**src/rtl/des_ext_kxor_if.sv**
```systemverilog
// Handshake and data bundle for the DES expansion / subkey-XOR block.
// The master side feeds transfers in and takes results out; the slave side is the block itself.
interface des_ext_kxor_if #(
    parameter int LANES = 1,
    parameter int DEPTH = 2
);
    localparam int LW = $clog2(DEPTH + 1);

    logic [32*LANES-1:0] data_in;
    logic [48*LANES-1:0] key_in;
    logic                key_en_in;
    logic                in_valid_in;
    logic                in_ready_out;
    logic [48*LANES-1:0] data_out;
    logic                out_valid_out;
    logic                out_ready_in;
    logic [LW-1:0]       level_out;

    modport master (
        output data_in, key_in, key_en_in, in_valid_in, out_ready_in,
        input  in_ready_out, data_out, out_valid_out, level_out
    );

    modport slave (
        input  data_in, key_in, key_en_in, in_valid_in, out_ready_in,
        output in_ready_out, data_out, out_valid_out, level_out
    );
endinterface

```
**src/rtl/des_ext_kxor.sv**
```systemverilog
// DES E-expansion of LANES 32-bit half-blocks, optional round-subkey XOR,
// results queued in a DEPTH-entry FIFO whose head is held in a register.
module des_ext_kxor #(
    parameter int LANES = 1,
    parameter int DEPTH = 2
) (
    input  logic           clk_in,
    input  logic           rst_in,
    des_ext_kxor_if.slave  bus
);
    localparam int              LW   = $clog2(DEPTH + 1);
    localparam int              PW   = $clog2(DEPTH);
    localparam int              DW   = 48 * LANES;
    localparam logic [LW-1:0]   FULL = LW'(DEPTH);

    // DES E table: each 6-bit group overlaps its neighbours by two bits, ends wrap around.
    function automatic logic [47:0] expand(input logic [31:0] r);
        return {r[0], r[31:27], r[28:23], r[24:19], r[20:15],
                r[16:11], r[12:7], r[8:3], r[4:0], r[31]};
    endfunction

    logic [DW-1:0] r_mem [DEPTH];
    logic [PW-1:0] r_wr_ptr;
    logic [PW-1:0] r_rd_ptr;
    logic [LW-1:0] r_level;
    logic [DW-1:0] r_head;

    logic [DW-1:0] w_result;
    logic [DW-1:0] w_head_nxt;
    logic [PW-1:0] w_rd_nxt;
    logic [LW-1:0] w_level_nxt;
    logic          w_push;
    logic          w_pop;

    // Ready/valid come straight from the registered count, so there is no path from out_ready_in.
    assign bus.in_ready_out  = (r_level != FULL);
    assign bus.out_valid_out = (r_level != '0);
    assign bus.level_out     = r_level;
    assign bus.data_out      = r_head;

    assign w_push      = bus.in_valid_in && bus.in_ready_out;
    assign w_pop       = bus.out_valid_out && bus.out_ready_in;
    assign w_rd_nxt    = r_rd_ptr + PW'(w_pop);
    assign w_level_nxt = r_level + LW'(w_push) - LW'(w_pop);

    // Per-lane expansion followed by the optional subkey XOR.
    always_comb begin
        // NOTE: every always_comb output gets a default first so no path can infer a latch.
        w_result = '0;
        for (int i = 0; i < LANES; i++) begin
            w_result[48*i +: 48] = expand(bus.data_in[32*i +: 32])
                                 ^ (bus.key_en_in ? bus.key_in[48*i +: 48] : 48'h0);
        end
    end

    // Next head value: the entry that will sit at the read pointer after this edge.
    always_comb begin
        w_head_nxt = r_head;
        if (w_level_nxt != '0) begin
            if (r_level == LW'(w_pop)) begin
                // Queue drains to nothing this edge, so the new head is the entry being written now.
                w_head_nxt = w_result;
            end else begin
                w_head_nxt = r_mem[w_rd_nxt];
            end
        end
    end

    // Pointers, occupancy and the registered head; pointers wrap naturally at DEPTH (power of two).
    always_ff @(posedge clk_in or posedge rst_in) begin
        if (rst_in) begin
            r_wr_ptr <= '0;
            r_rd_ptr <= '0;
            r_level  <= '0;
            r_head   <= '0;
        end else begin
            // NOTE: sequential state uses non-blocking assignments so every register samples pre-edge values.
            if (w_push) r_wr_ptr <= r_wr_ptr + PW'(1);
            r_rd_ptr <= w_rd_nxt;
            r_level  <= w_level_nxt;
            r_head   <= w_head_nxt;
        end
    end

    // FIFO storage write.
    always_ff @(posedge clk_in) begin
        // NOTE: storage is deliberately not reset; stale entries are never observable because data_out is a separate reset register.
        if (w_push) r_mem[r_wr_ptr] <= w_result;
    end
endmodule

```
**src/flat_wrapper.sv**
```systemverilog
// flat-port wrapper written by rule: the top's interface ports become plain ports
module des_ext_kxor_flat 
#(
    parameter int LANES = 1,
    parameter int DEPTH = 2
)
  (clk_in, rst_in, bus_data_in, bus_key_in, bus_key_en_in, bus_in_valid_in, bus_out_ready_in, bus_in_ready_out, bus_data_out, bus_out_valid_out, bus_level_out);
  des_ext_kxor_if #(.LANES(LANES), .DEPTH(DEPTH)) bus_i ();
  input  logic clk_in;
  input  logic rst_in;
  input wire logic [$bits(bus_i.data_in)-1:0] bus_data_in;
  input wire logic [$bits(bus_i.key_in)-1:0] bus_key_in;
  input wire logic [$bits(bus_i.key_en_in)-1:0] bus_key_en_in;
  input wire logic [$bits(bus_i.in_valid_in)-1:0] bus_in_valid_in;
  input wire logic [$bits(bus_i.out_ready_in)-1:0] bus_out_ready_in;
  output wire logic [$bits(bus_i.in_ready_out)-1:0] bus_in_ready_out;
  output wire logic [$bits(bus_i.data_out)-1:0] bus_data_out;
  output wire logic [$bits(bus_i.out_valid_out)-1:0] bus_out_valid_out;
  output wire logic [$bits(bus_i.level_out)-1:0] bus_level_out;
  assign bus_i.data_in = bus_data_in;
  assign bus_i.key_in = bus_key_in;
  assign bus_i.key_en_in = bus_key_en_in;
  assign bus_i.in_valid_in = bus_in_valid_in;
  assign bus_i.out_ready_in = bus_out_ready_in;
  assign bus_in_ready_out = bus_i.in_ready_out;
  assign bus_data_out = bus_i.data_out;
  assign bus_out_valid_out = bus_i.out_valid_out;
  assign bus_level_out = bus_i.level_out;
  des_ext_kxor #(.LANES(LANES), .DEPTH(DEPTH)) u_core (.clk_in(clk_in), .rst_in(rst_in), .bus(bus_i));
endmodule
```
**config.mk**
```make
export PLATFORM = sky130hd
export DESIGN_NAME = des_ext_kxor_flat
export DESIGN_NICKNAME = d
export VERILOG_FILES = /design/src/rtl/des_ext_kxor_if.sv /design/src/rtl/des_ext_kxor.sv /design/src/flat_wrapper.sv
export SDC_FILE = /design/constraint.sdc
export NUM_CORES = 1
export LEC_CHECK = 0
export CORE_MARGIN = 5
export CORE_UTILIZATION = 52
export CTS_BUF_LIST = sky130_fd_sc_hd__clkbuf_16
export DETAILED_ROUTE_END_ITERATION = 7
export PLACE_DENSITY = 0.81
export SKIP_CTS_REPAIR_TIMING = 1
export SLEW_MARGIN = 10
export SYNTH_ARGS = -nofsm -noshare
export SYNTH_HDL_FRONTEND = slang
export SYNTH_SLANG_ARGS = --single-unit
```
**constraint.sdc**
```tcl
create_clock -name clk_in -period 3.6 [get_ports clk_in]
set_input_delay 0.54 -clock clk_in [delete_from_list [all_inputs] [get_ports clk_in]]
set_output_delay 0.54 -clock clk_in [all_outputs]
set_load 0.01 [all_outputs]
```
* Word-level counts from Yosys, hierarchy flattened
Memory sizes are Yosys's and may differ from the RTL's.
Index checks and enable logic that the tools add are counted.
Widths: inputs -> output; s select.
** Word-level totals
- Flip-flop bits (word level) :: 52
- Bits in latches :: 0
- Memory bits (writable) :: 96
- Bits in read-only memories :: 0
- Input port bits :: 85
- Logic and storage cells :: 20
- Memories kept :: 1
** Operators by class
- Add/subtract/negate cells :: 4
- Multiply operators :: 0
- Div/mod/pow operators :: 0
- Magnitude comparators :: 0
- Equal/unequal tests :: 2
- Shift operators :: 0
- Multiplexer cells :: 4
- Bitwise operators :: 1
- Reduce and logical (&&, ||, !) cells :: 4
** Memory list
- u_core.r_mem :: depth 2, bits a word 48, rd ports 1, clocked after memory_dff 0, wr ports 1, line des_ext_kxor.sv:22 : logic [DW-1:0] r_mem [DEPTH];
** Operators with widths (count)
- $mux 48 :: 2
- $xor 48x48->48 :: 1
- $reduce_bool 2->1 :: 2
- $add 2x1->2 :: 1
- $eq 2x1->1 :: 1
- $logic_and 1x1->1 :: 2
- $mux 1 :: 2
- $ne 2x2->1 const B :: 1
- $sub 2x1->2 :: 1
- $add 1x1->1 :: 1
- $add 1x1->1 const B :: 1

* Depth between registers and ports, before layout
Gate-level depths: netlist of run 1.
- Depth in word-level cells :: 5
- Mapped depth :: 11

* Least setup slack after synthesis of run 1
No wires, ideal clock.
- Kind :: register to register
- From :: register u_core.r_level[0], in the netlist u_core.bus.level_out[0]
- To :: memory u_core.r_mem[0][0] in the netlist's numbering, enable pin
- Setup time :: 0.454 ns
- Arrival time :: 2.758 ns
- Data required time :: 3.146 ns
- Setup slack :: 0.389 ns
- Cell stages (with the launch flop) :: 5
- Period minus slack after synthesis :: 3.211 ns
- Cell sequence :: dfrtp_1 -> inv_1 -> nand2_1 -> nand2_1 -> nor2_1
** Between the ends
- Longest elaborated chain between the ends :: 4
** RTL lines
- from (decl) :: line des_ext_kxor.sv:25 : logic [LW-1:0] r_level;
- from (signal assigned) :: line des_ext_kxor.sv:80 : r_level <= w_level_nxt;
- $ne 2x2->1 :: line des_ext_kxor.sv:36 : assign bus.in_ready_out = (r_level != FULL);
- via bus_in_ready_out :: line flat_wrapper.sv:16 : output wire logic [$bits(bus_i.in_ready_out)-1:0] bus_in_ready_out;
- $logic_and 1x1->1 :: line des_ext_kxor.sv:41 : assign w_push = bus.in_valid_in && bus.in_ready_out;
- $mux 1 :: line des_ext_kxor.sv:88 : if (w_push) r_mem[r_wr_ptr] <= w_result;
- $mux 1 (implied by the code) :: line des_ext_kxor.sv:88
- to (decl) :: line des_ext_kxor.sv:22
The timed path passes the listed nets, and every way through them passes these cells.

* Worst setup path after layout of run 1
- From :: register u_core.r_level[1], in the netlist u_core.bus.level_out[1]
- To :: register u_core.r_head[10], in the netlist u_core.bus.data_out[10]
** Between the ends
- Longest elaborated chain between the ends :: 5
- Elaborated cells between the ends (all ways) :: 11
- Classes of those cells :: add/sub (3); eq/ne (2); mux (1); reduce/logical (4); memory (1)
** RTL lines
- $ne 2x2->1 / $reduce_bool 2->1 (equally long branches) :: line des_ext_kxor.sv:36, des_ext_kxor.sv:37
- $logic_and 1x1->1, on equally long branches :: line des_ext_kxor.sv:41, des_ext_kxor.sv:42
- $add 2x1->2 / $add 1x1->1 (equally long branches) :: line des_ext_kxor.sv:44, des_ext_kxor.sv:43
- $sub 2x1->2 / $mem_v2 2x48 (equally long branches)
- $reduce_bool 2->1 / $mux 48 (equally long branches) :: line des_ext_kxor.sv:59, des_ext_kxor.sv:60
- to (signal assigned) :: line des_ext_kxor.sv:81 : r_head <= w_head_nxt;
- to (decl) :: line des_ext_kxor.sv:26 : logic [DW-1:0] r_head;
Parallel ways exist; a longest one is shown, timed or not.
A chain may end at the register's enable or synchronous reset.

==> results of run 1 <==
[area by class of cell]
class	count	share of cell area [%]
clock inverter	15	2.115
timing repair buffer	147	16.25
multi-input combinational	353	27.39
inverter	5	0.2101
sequential	148	46.86
tap	172	2.410
clock buffer	17	4.763
[through the flow]
stage / area [um^2] / util (%) / total power, mW / hold slack, ns
2_1_floorplan: 6827 / - / 5.416 / 0.4608
3_3_place_gp: 8317 / 65.37 / 6.588 / 0.4649
3_5_place_dp: 8317 / 65.37 / 6.802 / 0.4739
4_1_cts: 8931 / 70.20 / 8.650 / 0.4868
5_1_grt: 8931 / 70.20 / 9.100 / 0.5046
6_report: 8931 / 70.20 / 8.629 / 0.4797
[registers in the layout, indices dropped and copies added (netlist names)]
signal,count
u_core.bus.data_out,48
u_core.r_rd_ptr,1
u_core.r_wr_ptr,1
u_core.bus.level_out,2
u_core.r_mem,96
[per-layer routing]
layer	track usage (%)	vias up	share of wire [%]	routed length, um
met5	0	-	0	0
met4	7.995	0	1.8	301
met3	5.532	30	7.4	1271
met2	37.69	248	50	8665
met1	26.93	2542	40	6937
li1	-	2316	-	-
[cell families (layout without fill, tap and decap cells)]
group,after synthesis,after routing
simple gates,106,106
buf+inv,46,184
compound gates,146,146
flops,148,148
mux,48,48
xor+xnor,51,51
fa+ha+maj,2,2
[cells in the final DEF (no fill, tap or decap), drive strengths merged, types with 2 or more instances in the layout]
master	count
clkdlybuf4s50	135
nand2	98
o22ai	96
edfxtp	96
dfrtp	52
xnor2	50
o31ai	48
mux2	48
clkbuf	17
buf	12
inv	7
clkinv	6
bufinv	4
clkinvlp	3
nor2	2
ha	2
o21ai	2
[worst register-to-register path: cells and delay by family, from the launching register on]
kind / cells / cell delay (ns)
and+or+nand+nor: 2 / 0.44
buffers and inverters: 2 / 0.58
AOI/OAI and AO/OA: 3 / 0.91
adders and majority gates: 1 / 0.34
DFF: 1 / 0.47
[power breakdown]
| group | switching (mW) | internal [mW] |
|---|---|---|
| clock network | 0.673 | 1.15 |
| logic | 2.13 | 1.77 |
| registers | 0.384 | 2.52 |
| total | 3.18 | 5.45 |
[path summary, 6_finish.rpt]
kind | to | slack [ns] | cells after the start
worst max-delay path | u_core.bus.data_out[10]$_DFFE_PP0P_ | 0.75 | 8
worst min register to register | u_core.bus.data_out[28]$_DFFE_PP0P_ | 0.48 | 2
worst max register to register | u_core.bus.data_out[10]$_DFFE_PP0P_ | 0.75 | 8
max in group asynchronous | u_core.r_rd_ptr$_DFF_PP0_ | 2.27 | 3
min in group asynchronous | u_core.bus.data_out[41]$_DFFE_PP0P_ | 0.50 | 2
worst min-delay path | u_core.bus.data_out[28]$_DFFE_PP0P_ | 0.48 | 2
==> metrics.txt, run 1 <==
outcome complete, no violations; CP peak stage delay between 0.4 and 0.5 ns; Post-synth ARST share between 30% and 40%; Sequential Area about 0.0042 mm^2; Peak Freq about 350 MHz; placer congestion estimate 0.7831; number of synthesized flops with an enable pin 96; critical path class reg -> reg; fin crit share about four fifths; Max VDD drop roughly 0.71 mV; RSZ-0062 raised after global routing false; critical path's top delay family compound AO/OA/AOI/OAI gates; synthesis-stage register bit count 148; element type at the critical path start flop; htree depth 4; Die Width around 120 um; CTS Buffer Depth 2; Placed Cells incl. Taps 825; largest net degree at the start of global routing slightly below 100; DR iter-0 viols about 380; main combinational cell family by area after synthesis compound AO/OA/AOI/OAI gates; Synth area leaders edfxtp_1, dfrtp_1, o22ai_1; yosys warns 0; Avg Synthesized Cell Area 12.48 um^2; DR vias/cell 5.993; Critical Path AT ~3.2 ns; DRC errors left 0; Total GRT Usage roughly 22%; I/O Buffers 136; final setup margin approximately 0.75 ns; Post-DP HPWL about 11000 um; Synth top cells by count nand2_1, edfxtp_1, o22ai_1, dfrtp_1, xnor2_1; crit path buf inv count 2; Via Count a little over 5000; antenna viol nets, final 0; register area share after synthesis about three fifths; initial antenna violation count 0; Simple-Gate Fraction of Synth Area between 6 and 7%; critical path cell sequence o21ai_1 > inv_1 > ha_1 > nand2b_2 > nand3b_1 > buf_4 > o22ai_1 > o31ai_1; post-synthesis compound-gate area fraction 14.22%; die area around 0.016 mm^2; cell with the most instances after synthesis nand2_1; Clock Latency Late Sink 0.42 ns; total routed wirelength about 17000 um; Post-Syn Area roughly 0.0068 mm^2; top_reg_cell synth edfxtp_1; XOR/XNOR Fraction of Synth Area slightly below 7%; chip height about 120 um; io pins approximately 140; Worst Hold Class reg -> reg; Max-slew headroom a little over two fifths; Non-Filler Instances 857; routed len/inst between 20 and 25 um; worst setup path startpoint u_core.bus.level_out[1]$_DFF_PP0_; mux cell area share after synthesis roughly 7.9%; CTS tree built; final setup vio count 0; Initial Utilization 53.66%; Yosys top cell by area edfxtp_1; leakage 3.170 nW; Max Slew Vio Count 0; TNS Setup 0 ns; Synth Net Count between 600 and 700; vias in the first global route ~5500; core footprint between 0.01 and 0.015 mm^2; Max FO, Critical Path between 40 and 50; layout net count approximately 760; post-synthesis adder-cell area fraction less than 1%; final hold violation count 0; Fill cells roughly 900; ANT cells 0; Slowest cell on crit path buf_4; Post-Syn Instances between 500 and 600; hold wc startpoint u_core.bus.data_out[28]$_DFFE_PP0P_; CTS Sinks ~150; first-pass GRT wire length between 20000 and 30000 um; maxcap violations 0; worst slack, placed 0.3502 ns; Multi-input gate area 0.002446 mm^2; CTS root buf clkbuf_16; unique cell type count in the Yosys netlist 23; grt total ovfl 0; total CTS buffers 17; CP Data Required Time roughly 3.9 ns; Tmin final 2.854 ns; Worst-Margin Slew between 0.8 and 0.9 ns; first-pass detailed-route iteration total 4; critical path endpoint category flop; P per Cell Area about 970 mW/mm^2; P&R area growth vs syn 30.83%; Fin Clk Skew roughly 0.016 ns; R2R Path Start u_core.bus.level_out[1]$_DFF_PP0_; # rows 41; share of layout cells above drive strength 1 between 10% and 20%; top-area cell type share of the netlist area between 40% and 50%; Clock transition at path regs 0.06 ns
Power figures use the tool's default switching activity.
==> run 2, diff against run 1 <==
==> constraint.sdc (replaced) <==
create_clock -name clk_in -period 2.8 [get_ports clk_in]
set_input_delay 0.42 -clock clk_in [delete_from_list [all_inputs] [get_ports clk_in]]
set_output_delay 0.42 -clock clk_in [all_outputs]
set_load 0.01 [all_outputs]
==> metrics.txt, run 2 (synthesis results as in run 1) <==
CTS Sinks 148 (unchanged); final setup vio count 0 (unchanged); maxcap violations 0 (unchanged); Slowest cell on crit path dfrtp_1; die area 0.01552 mm^2 (unchanged); CP Data Required Time 3.11 ns (-0.78 ns); vias in the first global route 5575 (+2.0%); I/O Buffers 136 (unchanged); element type at the critical path start flop; DRC errors left 0 (unchanged); routed len/inst 19.86 um (-0.88%); Clk pwr share 20.2% (-1.0 points); htree depth 4 (unchanged); TNS Setup 0 ns (unchanged); reg2reg path depth 10 (+2); Tmin final 2.343 ns (-0.5107 ns); Worst-Margin Slew 0.7153 ns (-0.1414 ns); CTS tree built; RSZ-0062 raised after global routing false; Clock Latency Late Sink 0.42 ns (about the same); chip height 124.6 um (unchanged); grt total ovfl 0 (unchanged); outcome complete, no violations; commonest non-fill, non-tap cell in the layout clkdlybuf4s50_1; initial antenna violation count 0 (unchanged); io pins 137 (unchanged); Clock transition at path regs 0.06 ns (about the same); Max-slew headroom 52.32% (+9.4 points); total CTS buffers 17 (unchanged); P per Cell Area 1244 mW/mm^2 (+29%); Internal Power 7.081 mW (+30%); core footprint 0.01272 mm^2 (unchanged); Crit path depth 10 (+2); sequential power share 33.4% (-0.3 points); Fill cells 907 (+1.5%); CTS root buf clkbuf_16; CTS Buffer Depth 2 (unchanged); Non-Filler Instances 863 (+0.70%); layout net count 765 (+0.79%); Peak Freq 426.8 MHz (+22%); Total GRT Usage 22.12% (+0.14 points); critical path cell sequence o21ai_1 > inv_1 > ha_1 > inv_1 > ha_1 > xor3_1 > nor2_4 > buf_12 > nand2_1 > o31ai_1; Max VDD drop 0.9042 mV (+28%); DR vias/cell 5.954 (-0.66%); Biggest register u_core.r_mem; critical path's top delay family adder cells; CP peak stage delay 0.47 ns (-0.02 ns); Placed Cells incl. Taps 831 (+0.73%); Critical Path AT 2.65 ns (-0.50 ns); Die Width 124.6 um (unchanged); P&R area growth vs syn 32.06%; Max FO, Critical Path 48 (unchanged); critical path endpoint category flop; critical path class reg -> reg; Via Count 5138 (+0.039%); Comb pwr share 46.4% (+1.2 points); most frequent cells in the layout clkdlybuf4s50_1, nand2_1, o22ai_1, edfxtp_1, dfrtp_1; antenna viol nets, final 0 (unchanged); fin crit share 83.68% (+4.4 points); R2R Setup Slk 0.46 ns (-0.29 ns); crit path buf inv count 3 (+1); Post-DP HPWL 10870 um (+3.0%); placer congestion estimate 0.7452 (-4.8%); largest net degree at the start of global routing 49 (-49%); Max Slew Vio Count 0 (unchanged); # rows 41 (unchanged); max reg flops 96 (unchanged); leakage 3.214 nW (+1.4%); first-pass detailed-route iteration total 5 (+1); Fin Clk Skew 0.007692 ns (-0.008114 ns); DR iter-0 viols 511 (+33%); switching power 4.137 mW (+30%); Worst Hold Class in -> async; total routed wirelength 17140 um (-0.19%); share of layout cells above drive strength 1 11.72% (+0.92 points); final hold violation count 0 (unchanged); Initial Utilization 53.66% (unchanged); Net Sw Frac 36.88% (about the same); first-pass GRT wire length 27550 um (+0.35%); ANT cells 0 (unchanged)
==> run 2: final cells by class <==
cell class / instances / area, um^2 / area share [%]
multi-input cells: 353 / 2446 / 27.13
clock inverters: 15 / 165.2 / 1.832
inverters: 5 / 18.77 / 0.2082
clock buffers: 17 / 425.4 / 4.719
repair buffers: 153 / 1559 / 17.29
flip-flops and latches: 148 / 4185 / 46.43
well taps: 172 / 215.2 / 2.387
==> run 2: worst reg2reg max path, cell delays in order (launching register included) <==
cell,delay (ns)
dfrtp_1,0.47
o21ai_1,0.20
inv_1,0.09
ha_1,0.36
inv_1,0.07
ha_1,0.20
xor3_1,0.24
nor2_4,0.17
buf_12,0.24
nand2_1,0.12
o31ai_1,0.08
==> run 2: worst paths after layout <==
path                                                     from                                  end
min reg2reg                u_core.bus.data_out[8]$_DFFE_PP0P_   u_core.bus.data_out[8]$_DFFE_PP0P_
max                         u_core.bus.level_out[1]$_DFF_PP0_   u_core.bus.data_out[5]$_DFFE_PP0P_
max in group asynchronous                              rst_in  u_core.bus.data_out[39]$_DFFE_PP0P_
min                                                    rst_in  u_core.bus.data_out[46]$_DFFE_PP0P_
min in group clk_in        u_core.bus.data_out[8]$_DFFE_PP0P_   u_core.bus.data_out[8]$_DFFE_PP0P_
max reg2reg                 u_core.bus.level_out[1]$_DFF_PP0_   u_core.bus.data_out[5]$_DFFE_PP0P_
==> run 2: through the flow <==
stage | hold WS, ns | cell area, um^2 | setup WS, ns | power (mW) | util [%]
final | 0.4432 | 9015 | 0.4570 | 11.22 | 70.86
after CTS | 0.4612 | 9015 | 0.4590 | 11.26 | 70.86
after floorplan | 0.4788 | 6829 | 0.3861 | 6.960 | -
after global placement | 0.4604 | 8424 | 0.2978 | 8.634 | 66.22
after global routing | 0.4983 | 9015 | 0.2949 | 11.83 | 70.86
after detailed placement | 0.4657 | 8424 | 0.1230 | 8.948 | 66.22
==> run 2: power groups by stage <==
| stage | combinational, mW | clock [mW] | sequential, mW |
|---|---|---|---|
| 3_3_place_gp | 4.90 | 0 | 3.73 |
| 4_1_cts | 5.24 | 2.29 | 3.74 |
| 6_report | 5.21 | 2.27 | 3.74 |
| 5_1_grt | 5.63 | 2.39 | 3.81 |
| 2_1_floorplan | 3.20 | 0 | 3.75 |
| 3_5_place_dp | 5.18 | 0 | 3.77 |
==> run 2: routing by layer <==
layer	routed length, um	up-vias	track usage [%]	share of wire (%)
met3	1199	27	5.575	7.0
met1	6587	2549	25.24	38
li1	-	2335	-	-
met4	306	0	9.349	1.8
met2	9048	227	39.34	53
met5	0	-	0	0
==> run 3, diff against run 2 <==
==> constraint.sdc (replaced) <==
create_clock -name clk_in -period 2.2 [get_ports clk_in]
set_input_delay 0.33 -clock clk_in [delete_from_list [all_inputs] [get_ports clk_in]]
set_output_delay 0.33 -clock clk_in [all_outputs]
set_load 0.01 [all_outputs]
==> metrics.txt, run 3 (synthesis results as in run 1) <==
final setup vio count 0 (unchanged); # rows 41 (unchanged); critical path endpoint category flop; Tmin final 2.177 ns (-0.1664 ns); worst slack, placed -0.2419 ns (-0.3649 ns); DRC errors left 0 (unchanged); critical path cell sequence o21ai_2 > inv_2 > ha_4 > inv_1 > ha_1 > xor3_2 > nor2_4 > buf_12 > clkbuf_16 > o31ai_2; utilization after layout 73.98% (+3.1 points); CTS Sinks 148 (unchanged); commonest non-fill, non-tap cell in the layout clkdlybuf4s50_1; Peak Freq 459.4 MHz (+7.6%); Fin Clk Skew 0.007926 ns (+0.0002339 ns); critical path's top delay family compound AO/OA/AOI/OAI gates; fin crit share 98.94% (+15 points); Sequential Area 0.004185 mm^2 (unchanged); grt total ovfl 0 (unchanged); io pins 137 (unchanged); CP peak stage delay 0.40 ns (-0.07 ns); CP Data Required Time 2.51 ns (-0.60 ns); ANT cells 0 (unchanged); crit path buf inv count 4 (+1); Initial Utilization 53.66% (unchanged); Total GRT Usage 22.27% (+0.15 points); reg2reg path depth 10 (unchanged); total routed wirelength 18020 um (+5.1%); DR vias/cell 6.024 (+1.2%); total power 15.83 mW (+41%); chip height 124.6 um (unchanged); Clock transition at path regs 0.06 ns (about the same); Fill cells 838 (-7.6%); core footprint 0.01272 mm^2 (unchanged); total CTS buffers 17 (unchanged); R2R Path Start u_core.bus.level_out[1]$_DFF_PP0_; final hold violation count 0 (unchanged); Max VDD drop 0.8757 mV (-3.1%); P&R area growth vs syn 37.87%; fin area 0.009412 mm^2 (+4.4%); Max FO, Critical Path 23 (-52%); reg2reg end u_core.bus.data_out[11]$_DFFE_PP0P_; Multi-input gate area 0.002636 mm^2 (+7.8%); P per Cell Area 1682 mW/mm^2 (+35%); Critical Path AT 2.49 ns (-0.16 ns); htree depth 4 (unchanged); DR iter-0 viols 431 (-16%); worst setup path startpoint u_core.bus.level_out[1]$_DFF_PP0_; Biggest register u_core.r_mem; final setup margin 0.02338 ns (-0.4336 ns); initial antenna violation count 0 (unchanged); R2R Setup Slk 0.02 ns (-0.43 ns); placer congestion estimate 0.7410 (-0.56%); Die Width 124.6 um (unchanged); vias in the first global route 5541 (-0.61%); leakage 3.372 nW (+4.9%); Clock Latency Late Sink 0.41 ns (about the same); Max Slew Vio Count 0 (unchanged); layout net count 775 (+1.3%); Crit path depth 10 (unchanged); antenna viol nets, final 0 (unchanged); CTS root buf clkbuf_16; critical path class reg -> reg; Worst-Margin Slew 0.4422 ns (-0.2730 ns); crit path capture u_core.bus.data_out[11]$_DFFE_PP0P_; first-pass detailed-route iteration total 5 (unchanged); most frequent cells in the layout clkdlybuf4s50_1, nand2_1, o22ai_1, edfxtp_1, dfrtp_1; element type at the critical path start flop; routed len/inst 20.64 um (+3.9%); outcome complete, no violations; maxcap violations 0 (unchanged); die area 0.01552 mm^2 (unchanged); max reg flops 96 (unchanged); first-pass GRT wire length 27830 um (+1.0%); largest net degree at the start of global routing 53 (+8.2%); CTS tree built; Post-DP Area 0.008544 mm^2 (+1.4%); Max-slew headroom 70.52% (+18 points); Via Count 5259 (+2.4%); share of layout cells above drive strength 1 17.40% (+5.7 points); I/O Buffers 136 (unchanged); Worst Hold Class in -> async; Slowest cell on crit path dfrtp_1; CTS Buffer Depth 2 (unchanged); Post-DP HPWL 11040 um (+1.5%)
[run 3: changes by cell type in the layout (fill, tap and decap cells not counted), sizes merged]
cell,previous run,this run
buf,18,26
clkinv,5,9
clkinvlp,3,0
clkbuf,17,19
inv,9,7
bufinv,3,4
[run 3: worst min path at each step]
stage,from,end,slack [ns],cells past startpoint
global placement,u_core.bus.data_out[2]$_DFFE_PP0P_,u_core.bus.data_out[2]$_DFFE_PP0P_,0.46,2
floorplan,u_core.bus.data_out[0]$_DFFE_PP0P_,u_core.bus.data_out[0]$_DFFE_PP0P_,0.51,2
finish,rst_in,u_core.bus.data_out[0]$_DFFE_PP0P_,0.27,3
detailed placement,u_core.bus.data_out[42]$_DFFE_PP0P_,u_core.bus.data_out[42]$_DFFE_PP0P_,0.47,2
CTS,rst_in,u_core.bus.data_out[45]$_DFFE_PP0P_,0.29,3
global route,rst_in,u_core.bus.data_out[0]$_DFFE_PP0P_,0.31,3
[run 3: cell type report]
cell class / instances / area share (%)
Multi-Input combinational cell: 353 / 28.01
Clock buffer: 17 / 4.520
Timing Repair Buffer: 163 / 18.67
Clock inverter: 15 / 1.848
Tap cell: 172 / 2.287
Inverter: 5 / 0.1994
Sequential cell: 148 / 44.47
[run 3: power by group]
| part | switching (mW) | internal, mW | leakage, nW |
|---|---|---|---|
| clock | 1.06 | 1.87 | 0.301 |
| sequential | 0.622 | 4.12 | 1.50 |
| combinational | 4.17 | 4.00 | 1.58 |
| total | 5.85 | 9.99 | 3.37 |
[run 3: worst min-delay path: stages]
cell             delay, ns
clkdlybuf4s50_1       0.41
inv_2                 0.07
buf_12                0.26
[run 3: layer usage]
layer  share of wire [%]  GRT usage [%]
met1                  38          25.93
met4                 1.2          7.608
met2                  53          39.66
met5                   0              0
met3                 7.9          5.961
[run 3: stage by stage]
step	hold WS, ns	instances	setup TNS [ns]
6_report	0.2677	873	0
5_1_grt	0.3131	873	-0.1418
4_1_cts	0.2939	869	0
3_5_place_dp	0.4662	837	-10.37
3_3_place_gp	0.4617	837	-5.219
2_1_floorplan	0.5116	547	0
